`config.mk`:
```
export PLATFORM = sky130hd
export DESIGN_NAME = softplus4_grad_pla
export DESIGN_NICKNAME = d
export VERILOG_FILES = /design/src/rtl/softplus_pla_pkg.sv /design/src/rtl/softplus_slope_sel.sv /design/src/rtl/softplus4_grad_pla.sv
export SDC_FILE = /design/constraint.sdc
export NUM_CORES = 1
export LEC_CHECK = 0
export ABC_AREA = 1
export CAP_MARGIN = 0
export CORE_AREA = 5 5 174 126
export DETAILED_ROUTE_END_ITERATION = 12
export DIE_AREA = 0 0 179 131
export GPL_ROUTABILITY_DRIVEN = 0
export HOLD_SLACK_MARGIN = 0.03
export PLACE_DENSITY = 0.77
export SYNTH_ARGS = -nofsm -noshare
export SYNTH_HDL_FRONTEND = slang
export SYNTH_HIERARCHICAL = 1
export SYNTH_SLANG_ARGS = --single-unit
```
`constraint.sdc`:
```
create_clock -name clk -period 5.6 [get_ports clk]
set_input_delay 0.84 -clock clk [delete_from_list [all_inputs] [get_ports clk]]
set_output_delay 0.84 -clock clk [all_outputs]
set_load 0.05 [all_outputs]
```
`src/rtl/softplus_pla_pkg.sv`:
```
// Constants shared by the forward softplus PLA unit and its gradient unit.
// Q8.8 breakpoints, per-slice slopes, and the derived piecewise-constant gradient table.
package softplus_pla_pkg;

  localparam int DATA_W = 16;
  localparam int SLICES = 4;
  localparam int FP     = 8;
  localparam int IDX_W  = $clog2(SLICES + 2);

  localparam int BREAKPOINTS [SLICES+1] = '{-1536, -768, 0, 768, 1536};
  localparam int SLOPES      [SLICES]   = '{4, 55, 201, 252};

  // Zero below the first breakpoint, and the top slice's slope reused above the last one.
  localparam int GRAD_SLOPES [SLICES+2] =
    '{0, SLOPES[0], SLOPES[1], SLOPES[2], SLOPES[3], SLOPES[SLICES-1]};

endpackage

```
`src/rtl/softplus_slope_sel.sv`:
```
// Combinational slope selector: thermometer compare of x against the breakpoints,
// then priority-encode to a slice index and its gradient slope.
module softplus_slope_sel
  import softplus_pla_pkg::*;
#(
  parameter int WIDTH = DATA_W
) (
  input  logic [WIDTH-1:0] x,
  output logic [IDX_W-1:0] idx,
  output logic [WIDTH-1:0] slope
);

  logic [SLICES:0] thermo;

  always_comb begin
    for (int i = 0; i <= SLICES; i++) begin
      thermo[i] = $signed(x) > WIDTH'(BREAKPOINTS[i]);
    end
  end

  // NOTE: every output gets a default before the loop so no path leaves it unassigned (no latch).
  always_comb begin
    idx   = '0;
    slope = '0;
    for (int i = 0; i <= SLICES; i++) begin
      if (thermo[i]) begin
        idx   = IDX_W'(i + 1);
        slope = WIDTH'(GRAD_SLOPES[i + 1]);
      end
    end
  end

endmodule

```
`src/rtl/softplus4_grad_pla.sv`:
```
// Backward pass of the 4-slice softplus PLA: dx = g * s(x), Q8.8, three-stage
// pipeline with a single global advance enable and valid/ready on both sides.
module softplus4_grad_pla #(
  parameter int WIDTH  = softplus_pla_pkg::DATA_W,
  parameter int SLICES = softplus_pla_pkg::SLICES,
  parameter int FP     = softplus_pla_pkg::FP
) (
  input  logic             clk,
  input  logic             rst_n,
  input  logic             in_valid,
  output logic             in_ready,
  input  logic [WIDTH-1:0] x,
  input  logic [WIDTH-1:0] g,
  output logic             out_valid,
  input  logic             out_ready,
  output logic [WIDTH-1:0] dx
);

  localparam int IDX_W = $clog2(SLICES + 2);

  logic                      en;
  logic                      s1_valid, s2_valid, s3_valid;
  logic        [WIDTH-1:0]   s1_x;
  logic signed [WIDTH-1:0]   s1_g;
  logic        [IDX_W-1:0]   s2_idx;
  logic signed [2*WIDTH-1:0] s2_p;
  logic        [IDX_W-1:0]   sel_idx;
  logic        [WIDTH-1:0]   sel_slope;

  softplus_slope_sel #(.WIDTH(WIDTH)) u_slope_sel (
    .x     (s1_x),
    .idx   (sel_idx),
    .slope (sel_slope)
  );

  // The whole pipe advances together; it only freezes when S3 holds an unaccepted result.
  assign en        = !s3_valid || out_ready;
  assign in_ready  = en;
  assign out_valid = s3_valid;

  // NOTE: sequential state uses non-blocking assignments so all stages sample pre-edge values.
  // NOTE: data registers are cleared on reset too, so dx reads 0 until the first valid result.
  always_ff @(posedge clk or negedge rst_n) begin
    if (!rst_n) begin
      s1_valid <= 1'b0;
      s2_valid <= 1'b0;
      s3_valid <= 1'b0;
      s1_x     <= '0;
      s1_g     <= '0;
      s2_idx   <= '0;
      s2_p     <= '0;
      dx       <= '0;
    end else if (en) begin
      s1_valid <= in_valid;
      s2_valid <= s1_valid;
      s3_valid <= s2_valid;
      if (in_valid) begin
        s1_x <= x;
        s1_g <= g;
      end
      if (s1_valid) begin
        s2_idx <= sel_idx;
        s2_p   <= s1_g * $signed(sel_slope);
      end
      // dx only moves on a valid advance so it keeps its last value across bubbles.
      // Index 0 is the flat region, where the gradient is exactly zero.
      if (s2_valid) begin
        dx <= (s2_idx == '0) ? '0 : WIDTH'(s2_p >>> FP);
      end
    end
  end

endmodule

```
==> run_results.csv, run 1 <==
group,metric,value,unit
yosys,yosys.cell_count.top_type,"nand2_1",
sta,slew_headroom,31.15,%
setup_path,critPathRequiredTime,5.83,ns
setup_path,cp.arrival,6.33,ns
clock_tree,holdBufCountCts,0,
yosys,yosysTopAreaCellShare,33.23,%
setup_path,critical_path_class,"register to register",
drt,wl_per_cell,16.35,microns
clock_tree,cts-root-buf,"clkbuf_16",
min_path,hold_start,"s2_idx[2]$_DFFE_PN0P_",
yosys,syn_inst,1443,
global_routing,grt_pass1_wl,47.40,mm
sta,final_hold_viol_count,0,
yosys,ys_warn_count,6,
clock_tree,cts.sinks,70,
drt,ant_nets,0,
yosys,yosysTopAreaCell,"fa_1",
sta,layout_min_cycle_time,6.096,ns
setup_path,cp-start-kind,"register",
final_layout,drive_gt1_share,17.44,%
setup_path,critical-path-max-stage-delay,0.57,ns
setup_path,crit_path_end_kind,"register",
sta,drv_slew,0,
setup_path,crit_slowest_cell,"fa_2",
setup_path,cp_max_fo,7,
yosys,synth_common_cells,"nand2_1, inv_1, fa_1, dfrtp_1, ha_1",
sta,rsz0062_at_grt,"true",
yosys,yosys_most_used_dff,"dfrtp_1",
sta,max_freq,164.1,MHz
final_layout,nFillCells,1560,
drt,vias,9383,
placed_design,dp_cells,1793,
min_path,hold_path_end,"s2_idx[2]$_DFFE_PN0P_",
min_path,min_path_type,"register to register",
drt,first_pass_iters,5,
clock_tree,cts-buffers-inserted,9,
die,rows,44,
global_routing,overflow,0,
global_routing,grt_usage,25.56,%
clock_tree,clkSlewWorstSetupHoldPaths,0.07,ns
sta,setup_viol,14,
setup_path,r2r-end,"s2_p[23]$_DFFE_PN0P_",
setup_path,reg2regPathDepth,30,
sta,skew,0.01340,ns
yosys,ys_seq_elements,70,
yosys,async_flop_share,100.0,%
die,die_h,131,microns
final_layout,finalNetCount,1836,
sta,fin_hold_ws,0.4692,ns
yosys,synth_edf_count,0,
min_path,whs_path_depth,2,
clock_tree,cts_buffer_depth,2,
yosys,ys_types,42,
die,die_x,179,microns
setup_path,timing.rr.start,"s1_x[1]$_DFFE_PN0P_",
outcome,failed_checks,"setup timing",
final_layout,layout.cells.non_filler,1824,
placed_design,dp_hpwl,23.53,mm
clock_tree,clk_latency,0.34,ns
run,maxCapViolations,0,
final_layout,diodes,0,
clock_tree,htree_levels,3,
final_layout,area_delta_synth_final,19.14,%
die,core-area,0.02020,sq mm
sta,worst_pin_slew,1.029,ns
setup_path,critPathBufInv,8,
die,dieArea,0.02345,sq mm
setup_path,path_delay_family,"adder cells",
outcome,status,"complete, but fails checks",
final_layout,final_util,66.08,%
clock_tree,cts_tree,"built",
yosys,ys_seq_area_share,15.63,%
yosys,syn_area,0.01121,sq mm
placed_design,port_buffers,53,
placed_design,dp_slack,-0.4011,ns
drt,totalWireLength,29.83,mm
global_routing,antenna_found_initial,0,
global_routing,grt_max_degree,71,
yosys,synth.area.top_cells,"fa_1, dfrtp_1, nand2_1, inv_1, ha_1",
yosys,synth_area_per_cell,7.766,sq um
die,ios,54,
sta,min_period_over_period,108.9,%
sta,setup_ws,-0.4956,ns
die,start_util,55.47,%
drt,drt_iter0_drc,882,
global_routing,grt_pass1_vias,9655,
drt,vias_per_cell,5.144,
setup_path,r2r_slack,-0.50,ns
drt,remaining_drc_errors,0,
[worst max path at each step]
stage                         start  depth (start not counted)                    to  slack, ns
2_1_floorplan  s1_x[15]$_DFFE_PN0P_                         29  s2_p[21]$_DFFE_PN0P_      -0.05
3_3_place_gp    s1_x[4]$_DFFE_PN0P_                         27  s2_p[23]$_DFFE_PN0P_      -0.30
3_5_place_dp    s1_x[4]$_DFFE_PN0P_                         27  s2_p[23]$_DFFE_PN0P_      -0.40
4_1_cts         s1_x[4]$_DFFE_PN0P_                         29  s2_p[23]$_DFFE_PN0P_      -0.34
5_1_grt        s1_x[12]$_DFFE_PN0P_                         30  s2_p[23]$_DFFE_PN0P_      -0.84
6_report        s1_x[1]$_DFFE_PN0P_                         30  s2_p[23]$_DFFE_PN0P_      -0.50
[worst reg2reg max path, delay by kind of cell, from the launching register on]
kind	cells	cell delay [ns]
simple gates	13	1.30
flops	1	0.38
fa+ha+maj	7	3.30
buf+inv	8	0.78
compound gates	2	0.26
[per-layer routing]
metal	global-route usage, %	share of wire (%)
met2	40.06	46
met4	3.969	1.5
met3	6.068	9.3
met5	0	0
met1	37.33	43
[cell usage in the layout, fill, tap and decap left out, types with 5 or more instances in the layout]
master and n:
nand2_4 5, clkdlybuf4s50_1 52, a21oi_1 6, ha_1 53
fa_2 9, nor3_2 5, a21oi_2 9, ha_4 16
nor2_1 52, nand3_1 50, buf_4 95, fa_1 177
mux2_2 30, inv_2 16, inv_1 373, nand3b_1 6
nand3_2 5, nand2_2 18, dfrtp_1 70, nand2_1 378
nor2_2 12, o21ai_0 24, clkbuf_16 10, conb_1 8
[flip-flops by register name, summed over array words and instances, names as in the netlist]
signal     cells
out_valid      1
s2_valid       1
s2_idx         3
dx            16
s2_p          16
s1_x          16
s1_valid       1
s1_g          16
[repair_timing]
action,4_1_cts,5_1_grt
pin swaps,4,21
gates cloned,0,1
gates resized for setup,22,61
endpoints found under the setup margin,14,16
setup buffers,1,14
[stage by stage]
| stage | TNS (ns) | area, sq um |
|---|---|---|
| 2_1_floorplan | -0.08338 | 11480 |
| 3_3_place_gp | -1.827 | 12600 |
| 3_5_place_dp | -3.365 | 12600 |
| 4_1_cts | -2.546 | 13000 |
| 5_1_grt | -9.262 | 13350 |
| 6_report | -4.505 | 13350 |
[cell families after synthesis]
| family | Yosys count | share of synthesized area (%) |
|---|---|---|
| buffers and inverters | 463 | 16.21 |
| AND/OR/NAND/NOR | 550 | 20.22 |
| XOR/XNOR | 7 | 0.5471 |
| multiplexers | 30 | 3.014 |
| adder cells (fa/ha/maj) | 256 | 41.04 |
| other | 1 | 0.03346 |
| AO/OA/AOI/OAI | 66 | 3.305 |
| flip-flops | 70 | 15.63 |
[area by class of cell]
| cell class | instances | area [sq um] | share of cell area (%) |
|---|---|---|---|
| Clock buffer | 9 | 225.2 | 1.687 |
| Inverter | 393 | 1484 | 11.11 |
| Sequential cell | 70 | 1752 | 13.12 |
| Multi-Input combinational cell | 917 | 8182 | 61.28 |
| Timing Repair Buffer | 153 | 1324 | 9.915 |
| Tap cell | 276 | 345.3 | 2.586 |
| Clock inverter | 6 | 40.04 | 0.2999 |
Power of run 1 is left out: the tool's default activity adds up to more than one toggle a clock period on the data nets, which glitch-free logic cannot reach.
==> inputs of run 2 (changes only) <==
--- a/config.mk
+++ b/config.mk
@@ -7,10 +7,11 @@
 export LEC_CHECK = 0
 export ABC_AREA = 1
 export CAP_MARGIN = 0
-export CORE_AREA = 5 5 174 126
+export CORE_AREA = 2 2 171 123
 export DETAILED_ROUTE_END_ITERATION = 12
-export DIE_AREA = 0 0 179 131
+export DIE_AREA = 0 0 173 125
 export GPL_ROUTABILITY_DRIVEN = 0
+export GPL_TIMING_DRIVEN = 0
 export HOLD_SLACK_MARGIN = 0.03
 export PLACE_DENSITY = 0.77
 export SYNTH_ARGS = -nofsm -noshare
==> run 2 against run 1 <==
Wire length is 13% higher. Critical path type unchanged. Non-clock buffer count is 24 higher. The run still ends with setup timing left. Largest cell class unchanged. Global-route usage rose by 4.8 points. Register-to-register slack worse by 0.27 ns. Via count rose by 5.4%. Utilization is 3.3 points higher. Maximum frequency fell by 4.2%. First-iteration DRC count increased by 33%. Critical endpoint is now s2_p[21]$_DFFE_PN0P_. Cell count is 1.4% higher. Setup slack worse by 0.27 ns. Die area shrank 7.8%.
==> run_results.csv, run 2 (synthesis results as in run 1) <==
group,metric,value,unit
outcome,status,"complete, but fails checks",
outcome,failed_checks,"setup timing",
min_path,whs_path_depth,2,
run,maxCapViolations,0,
sta,layout_min_cycle_time,6.365,ns
sta,rsz0062_at_grt,"true",
drt,first_pass_iters,6,
min_path,hold_start,"s2_idx[2]$_DFFE_PN0P_",
setup_path,crit_slowest_cell,"fa_1",
clock_tree,clk_latency,0.34,ns
min_path,hold_path_end,"s2_idx[2]$_DFFE_PN0P_",
placed_design,port_buffers,53,
setup_path,critical_path_class,"register to register",
setup_path,crit_path_end_kind,"register",
clock_tree,clkSlewWorstSetupHoldPaths,0.06,ns
final_layout,area_delta_synth_final,24.74,%
drt,vias,9890,
clock_tree,cts-buffers-inserted,9,
drt,remaining_drc_errors,0,
die,start_util,55.62,%
clock_tree,holdBufCountCts,0,
die,dieArea,0.02163,sq mm
die,ios,54,
global_routing,grt_max_degree,71,
global_routing,grt_pass1_wl,51.29,mm
drt,totalWireLength,33.71,mm
final_layout,diodes,0,
sta,drv_slew,0,
setup_path,reg2regPathDepth,29,
final_layout,layout_commonest_cell,"nand2_1",
clock_tree,cts.sinks,70,
drt,drt_iter0_drc,1174,
sta,setup_viol,15,
placed_design,dp_hpwl,24.12,mm
final_layout,layout_common_cells,"nand2_1, inv_1, fa_1",
die,die_x,173,microns
clock_tree,htree_levels,3,
final_layout,fin_area,0.01398,sq mm
global_routing,grt_pass1_vias,9892,
sta,max_freq,157.1,MHz
final_layout,nFillCells,1516,
global_routing,grt_usage,30.37,%
sta,setup_ws,-0.7649,ns
die,core-area,0.02015,sq mm
global_routing,overflow,0,
setup_path,cp-start-kind,"register",
die,die_h,125,microns
die,rows,44,
clock_tree,cts-root-buf,"clkbuf_16",
setup_path,timing.rr.start,"s1_x[13]$_DFFE_PN0P_",
sta,final_hold_viol_count,0,
global_routing,antenna_found_initial,0,
clock_tree,cts_tree,"built",
placed_design,place_area,0.01236,sq mm
sta,skew,0.007549,ns
setup_path,critical-path-max-stage-delay,0.56,ns
sta,min_period_over_period,113.7,%
drt,wl_per_cell,18.23,microns
clock_tree,cts_buffer_depth,2,
setup_path,critPathRequiredTime,5.85,ns
setup_path,cp.arrival,6.62,ns
drt,ant_nets,0,
final_layout,drive_gt1_share,22.12,%
min_path,min_path_type,"register to register",
drt,vias_per_cell,5.349,
setup_path,r2r_slack,-0.76,ns
final_layout,finalNetCount,1860,
setup_path,cp_common_cell,"fa_1",
setup_path,cp_max_fo,5,
sta,worst_pin_slew,0.8859,ns
sta,slew_headroom,40.94,%
setup_path,r2r-end,"s2_p[21]$_DFFE_PN0P_",
[run 2: how the worst max path moves through the flow]
| stage | startpoint | end | slack [ns] | depth (start not counted) |
|---|---|---|---|---|
| floorplan | s1_x[15]$_DFFE_PN0P_ | s2_p[21]$_DFFE_PN0P_ | -0.05 | 29 |
| global placement | s1_x[15]$_DFFE_PN0P_ | s2_p[23]$_DFFE_PN0P_ | -1.17 | 27 |
| detailed placement | s1_x[15]$_DFFE_PN0P_ | s2_p[23]$_DFFE_PN0P_ | -1.29 | 27 |
| CTS | s1_x[10]$_DFFE_PN0P_ | s2_p[23]$_DFFE_PN0P_ | -0.49 | 32 |
| global route | s1_x[13]$_DFFE_PN0P_ | s2_p[21]$_DFFE_PN0P_ | -1.04 | 29 |
| finish | s1_x[13]$_DFFE_PN0P_ | s2_p[21]$_DFFE_PN0P_ | -0.76 | 29 |
[run 2: through the flow]
| step | hold WS [ns] | TNS (ns) | std cells | worst slack [ns] | utilization, % |
|---|---|---|---|---|---|
| global placement | 0.4523 | -7.901 | 1779 | -1.174 | 61.35 |
| floorplan | 0.4338 | -0.08338 | 1450 | -0.04565 | - |
| CTS | 0.4710 | -4.257 | 1832 | -0.4910 | 66.57 |
| finish | 0.4841 | -6.500 | 1849 | -0.7649 | 69.38 |
| detailed placement | 0.4559 | -9.887 | 1779 | -1.289 | 61.33 |
| global route | 0.5066 | -9.707 | 1849 | -1.040 | 69.38 |
[run 2: worst max-delay path, delay by kind of cell (launching register included)]
kind                       cells  cell delay (ns)
AOI/OAI and AO/OA              1             0.18
adders and majority gates      7             3.35
buffers and inverters          7             0.67
DFF                            1             0.42
and+or+nand+nor               14             1.67
[run 2: area by class of cell]
cell class                 instances  area, sq um  area share [%]
multi-input combinational        917         8571           61.31
sequential                        70         1754           12.55
inverter                         393         1485           10.62
timing repair buffer             109         1005           7.187
buffer                            68        491.7           3.517
tap                              276        345.3           2.470
clock buffer                       9        225.2           1.611
clock inverter                     7        102.6          0.7339
[run 2: what timing repair did]
action | 4_1_cts | 5_1_grt
buffers inserted | 38 | 18
gates cloned | 1 | 0
resized for setup | 108 | 134
setup endpoints to repair | 16 | 16
pin swaps | 78 | 95
[run 2: metal layers]
metal | vias up | track usage, % | wire [microns]
li1 | 4394 | - | -
met1 | 4770 | 42.78 | 13660
met2 | 593 | 45.08 | 14610
met3 | 133 | 9.398 | 4000
met4 | 0 | 10.07 | 1444
met5 | - | 0 | 0
Power of run 2 is left out for the same reason.
==> inputs of run 3 (changes only) <==
--- a/config.mk
+++ b/config.mk
@@ -6,7 +6,7 @@
 export NUM_CORES = 1
 export LEC_CHECK = 0
 export ABC_AREA = 1
-export CAP_MARGIN = 0
+export CAP_MARGIN = 20
 export CORE_AREA = 2 2 171 123
 export DETAILED_ROUTE_END_ITERATION = 12
 export DIE_AREA = 0 0 173 125
==> results of run 3 <==
Same layout as run 2: the final DEF is identical, and so are final timing and power.
Power of run 3 is left out for the same reason.
==> RTL change 1: new RTL, settings of run 1 <==
`DATA_W`: 16 -> 14.
--- a/src/rtl/softplus_pla_pkg.sv
+++ b/src/rtl/softplus_pla_pkg.sv
@@ -3,5 +3,5 @@
 package softplus_pla_pkg;
 
-  localparam int DATA_W = 16;
+  localparam int DATA_W = 14;
   localparam int SLICES = 4;
   localparam int FP     = 8;
Interface: changed (resized dx, g and x); port bits go from 54 to 48. The function was not compared with the original's and may differ.
==> RTL change 1 against run 1 <==
  * The run still ends with setup timing left
  * Sequential cell count fell by 8
  * Worst setup slack improved by 0.039 ns
  * Global-route usage fell by 4.9 points
  * Die area did not move
  * Design area fell by 12%
  * Routed wire length fell by 19%
  * Synthesized area fell by 17%
  * Hold slack improved by 0.0070 ns
  * Critical path type unchanged
Power is left out: the tool's default activity adds up to more than one toggle a clock period on the data nets, which glitch-free logic cannot reach.
==> RTL change 1: results (changes against run 1) <==
| Metric | Value |
|---|---|
| Outcome | finished with violations (unchanged) |
| Failing checks | setup timing (unchanged) |
| Critical Path AT | 6.28 ns (was 6.33 ns) |
| DRT iter0 DRCs | 608 (was 882) |
| Max incr delay on CP | 0.53 ns (was 0.57 ns) |
| Grt met2 use | 35.0% (was 40.1%) |
| Initial antenna violation count | 0 (unchanged) |
| Max FO, Critical Path | 4 (was 7) |
| Worst-path clk slew | 0.05 ns (was 0.07 ns) |
| Metal1 wirelength | 10200 um (was 12800 um) |
| Post-DR vias/cell | 5.01 (was 5.14) |
| IO Port Bufs | 47 (was 53) |
| Worst hold path type | reg2reg (unchanged) |
| Total Routing Usage GR | 20.6% (was 25.6%) |
| Clk_lat worst skew | 0.34 ns (about the same) |
| CTS tree | yes (unchanged) |
| Met1 Use GR | 28.9% (was 37.3%) |
| Wire length on met3 | 1770 um (was 2790 um) |
| Final WS setup | -0.456 ns (was -0.496 ns) |
| Global-route wire length before repair | 38800 um (was 47400 um) |
| Root Buffer | clkbuf_16 (unchanged) |
| Post-synth cell types | 33 (was 42) |
| # H-tree levels | 3 (unchanged) |
| TritonRoute pass-1 iters | 5 (unchanged) |
| Ant diodes | 0 (unchanged) |
| WL per Instance | 15.0 um (was 16.4 um) |
| Main synth FF type | dfrtp_1 (unchanged) |
| Vias in the first global route | 8189 (was 9655) |
| Share of cells above drive strength 1 | 22.0% (was 17.4%) |
| Yosys warnings | 6 (unchanged) |
| CTS Buffer Depth | 2 (unchanged) |
| Ranking of synthesized cells by area | fa_1 (32%), dfrtp_1 (17%), inv_1 (14%) (was fa_1 (33%), dfrtp_1 (16%), nand2_1 (13%)) |
| Largest net degree at the start of global routing | 63 (was 71) |
| Final Skew | 0.00812 ns (was 0.0134 ns) |
| # setup viols final | 13 (was 14) |
| Slowest cell on the critical path | fa_1 (was fa_2) |
| Max Used Layer | met4 (unchanged) |
| M3 GR Usage | 3.54% (was 6.07%) |
| Post-CTS Setup Inserts | 9 (was 1) |
| Synth async-reset ratio | 100% (unchanged) |
| Total CTS buffers | 9 (unchanged) |
| Final net count | 1565 (was 1836) |
| Synth top cells by count | inv_1 (343), nand2_1 (322), fa_1 (147) (was nand2_1 (395), inv_1 (391), fa_1 (186)) |
| Seq/Total Area, Yosys | 16.7% (was 15.6%) |
| CTS-repair resized insts | 62 (was 22) |
| Detailed Place HPWL | 18000 um (was 23500 um) |
| Worst Tran Pin Value | 1.02 ns (was 1.03 ns) |
| Top cell family by delay on the critical path | adder cells (unchanged) |
| Met2 WL | 11700 um (was 13800 um) |
RTL change 1: final cells by class:
class	count	area [um^2]
fill	1648	8410
clock buffer	12	256
inverter	345	1300
sequential	62	1550
tap	276	345
clock inverter	4	55.1
multi-input combinational	759	6900
timing repair buffer	152	1380
RTL change 1: path summary, 6_finish.rpt:
check | start | end | slack, ns | depth (start not counted)
worst max-delay path | s1_x[1] | s2_p[19] | -0.46 | 35
worst min-delay path | s2_idx[2] | s2_idx[2] | 0.48 | 2
worst max register to register | s1_x[1] | s2_p[19] | -0.46 | 35
worst min register to register | s2_idx[2] | s2_idx[2] | 0.48 | 2
max in group asynchronous | rst_n | s1_x[13] | 4.35 | 2
min in group asynchronous | rst_n | s1_x[5] | 0.68 | 2
RTL change 1: cells by family (layout without fill, tap and decap cells):
group	after synthesis	in the layout	share of synthesized area, %
AND/OR/NAND/NOR	452	452	19.9
buffers and inverters	393	513	16.5
adder cells (fa/ha/maj)	204	204	39.3
AO/OA/AOI/OAI	64	64	3.77
flip-flops	62	62	16.7
multiplexers	26	26	3.15
XOR/XNOR	7	7	0.660
other	1	6	0.0404
RTL change 1: worst reg2reg max path, delay by kind of cell (launching register included):
kind / cells / cell delay, ns
adder cells (fa/ha/maj): 7 / 3.33
AND/OR/NAND/NOR: 17 / 1.43
flip-flops: 1 / 0.40
buffers and inverters: 11 / 0.79
RTL change 1: metrics by stage:
step	area, um^2	setup TNS [ns]	hold slack (ns)	worst slack, ns	std cells
floorplan	9480	-0.00547	0.434	-0.00547	1214
global placement	10700	-2.62	0.453	-0.272	1576
detailed placement	10700	-3.60	0.462	-0.372	1576
CTS	11300	-2.95	0.475	-0.289	1602
global route	11800	-7.83	0.484	-0.771	1610
finish	11800	-4.04	0.476	-0.456	1610
==> RTL change 2: new RTL, flow settings as in run 1 <==
Made on the original files. Make the reset (`rst_n`) synchronous in one clocked block.
--- a/src/rtl/softplus4_grad_pla.sv
+++ b/src/rtl/softplus4_grad_pla.sv
@@ -41,5 +41,5 @@
   // NOTE: sequential state uses non-blocking assignments so all stages sample pre-edge values.
   // NOTE: data registers are cleared on reset too, so dx reads 0 until the first valid result.
-  always_ff @(posedge clk or negedge rst_n) begin
+  always_ff @(posedge clk) begin
     if (!rst_n) begin
       s1_valid <= 1'b0;
Function: differs if rst_n is asserted again (counterexample within 4 cycles, from zero or initial values and one cycle with rst_n low); with rst_n held inactive, the same outputs for 4 cycles.
==> RTL change 2 against run 1 <==
  * The flow still finishes with violations (setup timing)
  * Worst setup slack got worse by 0.071 ns
  * Design area rose by 0.25%
  * Synthesized area decreased by 2.0%
  * Routed wire length is 5.8% higher
  * First-iteration DRC count increased by 23%
  * Sequential cell count unchanged
  * Highest routed layer unchanged
Power is not shown: default switching activity piles up to over one toggle a cycle in this logic, so the estimate is an artifact.
==> RTL change 2: results (changes against run 1) <==
| Metric | Value |
|---|---|
| Vias in the first global route | 9857 (was 9655) |
| Max FO, Critical Path | 6 (was 7) |
| Compound-Gate Fraction of Synth Area | 6.53% (was 3.30%) |
| WHS Path Cells | 2 (unchanged) |
| Hold path endpoint | s2_valid (was s2_idx[2]) |
| DRT iter0 DRCs | 1082 (was 882) |
| Failing checks | setup timing (unchanged) |
| Total CTS buffers | 9 (unchanged) |
| Ranking of synthesized cells by area | fa_1 (34%), inv_1 (14%), dfxtp_1 (13%) (was fa_1 (33%), dfrtp_1 (16%), nand2_1 (13%)) |
| Setup TNS | -4.68 ns (was -4.51 ns) |
| Metal1 wirelength | 13300 um (was 12800 um) |
| Hold Slack | 0.465 ns (was 0.469 ns) |
| Reg2reg path depth | 32 (was 30) |
| Most common cell after layout, fill and taps aside | inv_1 (was nand2_1) |
| Final WS setup | -0.566 ns (was -0.496 ns) |
| TritonRoute pass-1 iters | 7 (was 5) |
| Final Skew | 0.00581 ns (was 0.0134 ns) |
| Synth async-reset ratio | 0% (was 100%) |
| Wire length on met3 | 3370 um (was 2790 um) |
| Reg-to-Reg End | s2_p[23] (unchanged) |
| Critical Path AT | 6.45 ns (was 6.33 ns) |
| Relative slew slack | 43.0% (was 31.2%) |
| # setup viols final | 15 (was 14) |
| Share of cells above drive strength 1 | 17.3% (was 17.4%) |
| Mux cell area share after synthesis | 0% (was 3.01%) |
| Main synth FF type | dfxtp_1 (was dfrtp_1) |
| Top cell family by delay on the critical path | adder cells (unchanged) |
| Detailed Place HPWL | 23000 um (was 23500 um) |
| Outcome | finished with violations (unchanged) |
| Setup WS pre-CTS | -0.471 ns (was -0.401 ns) |
| Vias | 10000 (was 9383) |
| HP Start | s2_valid (was s2_idx[2]) |
| Final std cells w/o fill | 1912 (was 1824) |
| Placement Cell Area | 12300 um^2 (was 12600 um^2) |
| WL per Instance | 16.5 um (was 16.4 um) |
| Post-Synth XOR/XNOR Area | 0.718% (was 0.547%) |
| Synth top cells by count | inv_1 (398), nand2_1 (362), fa_1 (186) (was nand2_1 (395), inv_1 (391), fa_1 (186)) |
| Met2 WL | 14200 um (was 13800 um) |
| Seq/Total Area, Yosys | 12.8% (was 15.6%) |
| Global-route wire length before repair | 50200 um (was 47400 um) |
| Total Routing Usage GR | 27.3% (was 25.6%) |
| Synth Instances | 1525 (was 1443) |
## RTL change 2: changes by cell type after synthesis, sizes merged, moves of 17 or more
cell          run 1  this run
nand2           401       368
dfxtp             0        70
o21ai            33        72
dfrtp            70         0
mux2             30         0
nand3            56        39
a21oi            18        41
nor2             68       155
## RTL change 2: area by class of cell
cell class / instances / area [um^2]
Clock buffer: 9 / 225
Clock inverter: 7 / 106
Fill cell: 1556 / 6820
Inverter: 400 / 1500
Multi-Input combinational cell: 981 / 8310
Sequential cell: 70 / 1420
Tap cell: 276 / 345
Timing Repair Buffer: 169 / 1480
## RTL change 2: kinds of logic (layout without fill, tap and decap cells)
kind of cell | Yosys count | count (layout)
XOR/XNOR | 9 | 9
AO/OA/AOI/OAI | 130 | 130
adder cells (fa/ha/maj) | 256 | 256
AND/OR/NAND/NOR | 578 | 578
other | 1 | 8
flip-flops | 70 | 70
buffers and inverters | 481 | 585
## RTL change 2: worst max path at each step
stage              from        to
3_3_place_gp    s1_x[0]  s2_p[23]
2_1_floorplan  s1_x[11]  s2_p[20]
5_1_grt         s1_x[0]  s2_p[23]
4_1_cts         s1_x[5]  s2_p[20]
6_report        s1_x[1]  s2_p[23]
3_5_place_dp    s1_x[0]  s2_p[20]
## RTL change 2: repair_timing
action,in CTS,in global routing
cloned,2,0
setup endpoints to repair,15,16
pin swaps,43,54
resized for setup,85,60
buffers inserted,16,10
## RTL change 2: layer usage
layer / vias to the layer above / global-route usage [%]
li1: 4592 / -
met1: 4778 / 39.0
met2: 554 / 41.9
met3: 87 / 7.71
met4: 0 / 5.64
met5: - / 0
## RTL change 2: worst min-delay path, stage by stage, from the launching register on
cell     delay, ns
dfxtp_1       0.31
nand2_1       0.06
a21oi_1       0.05
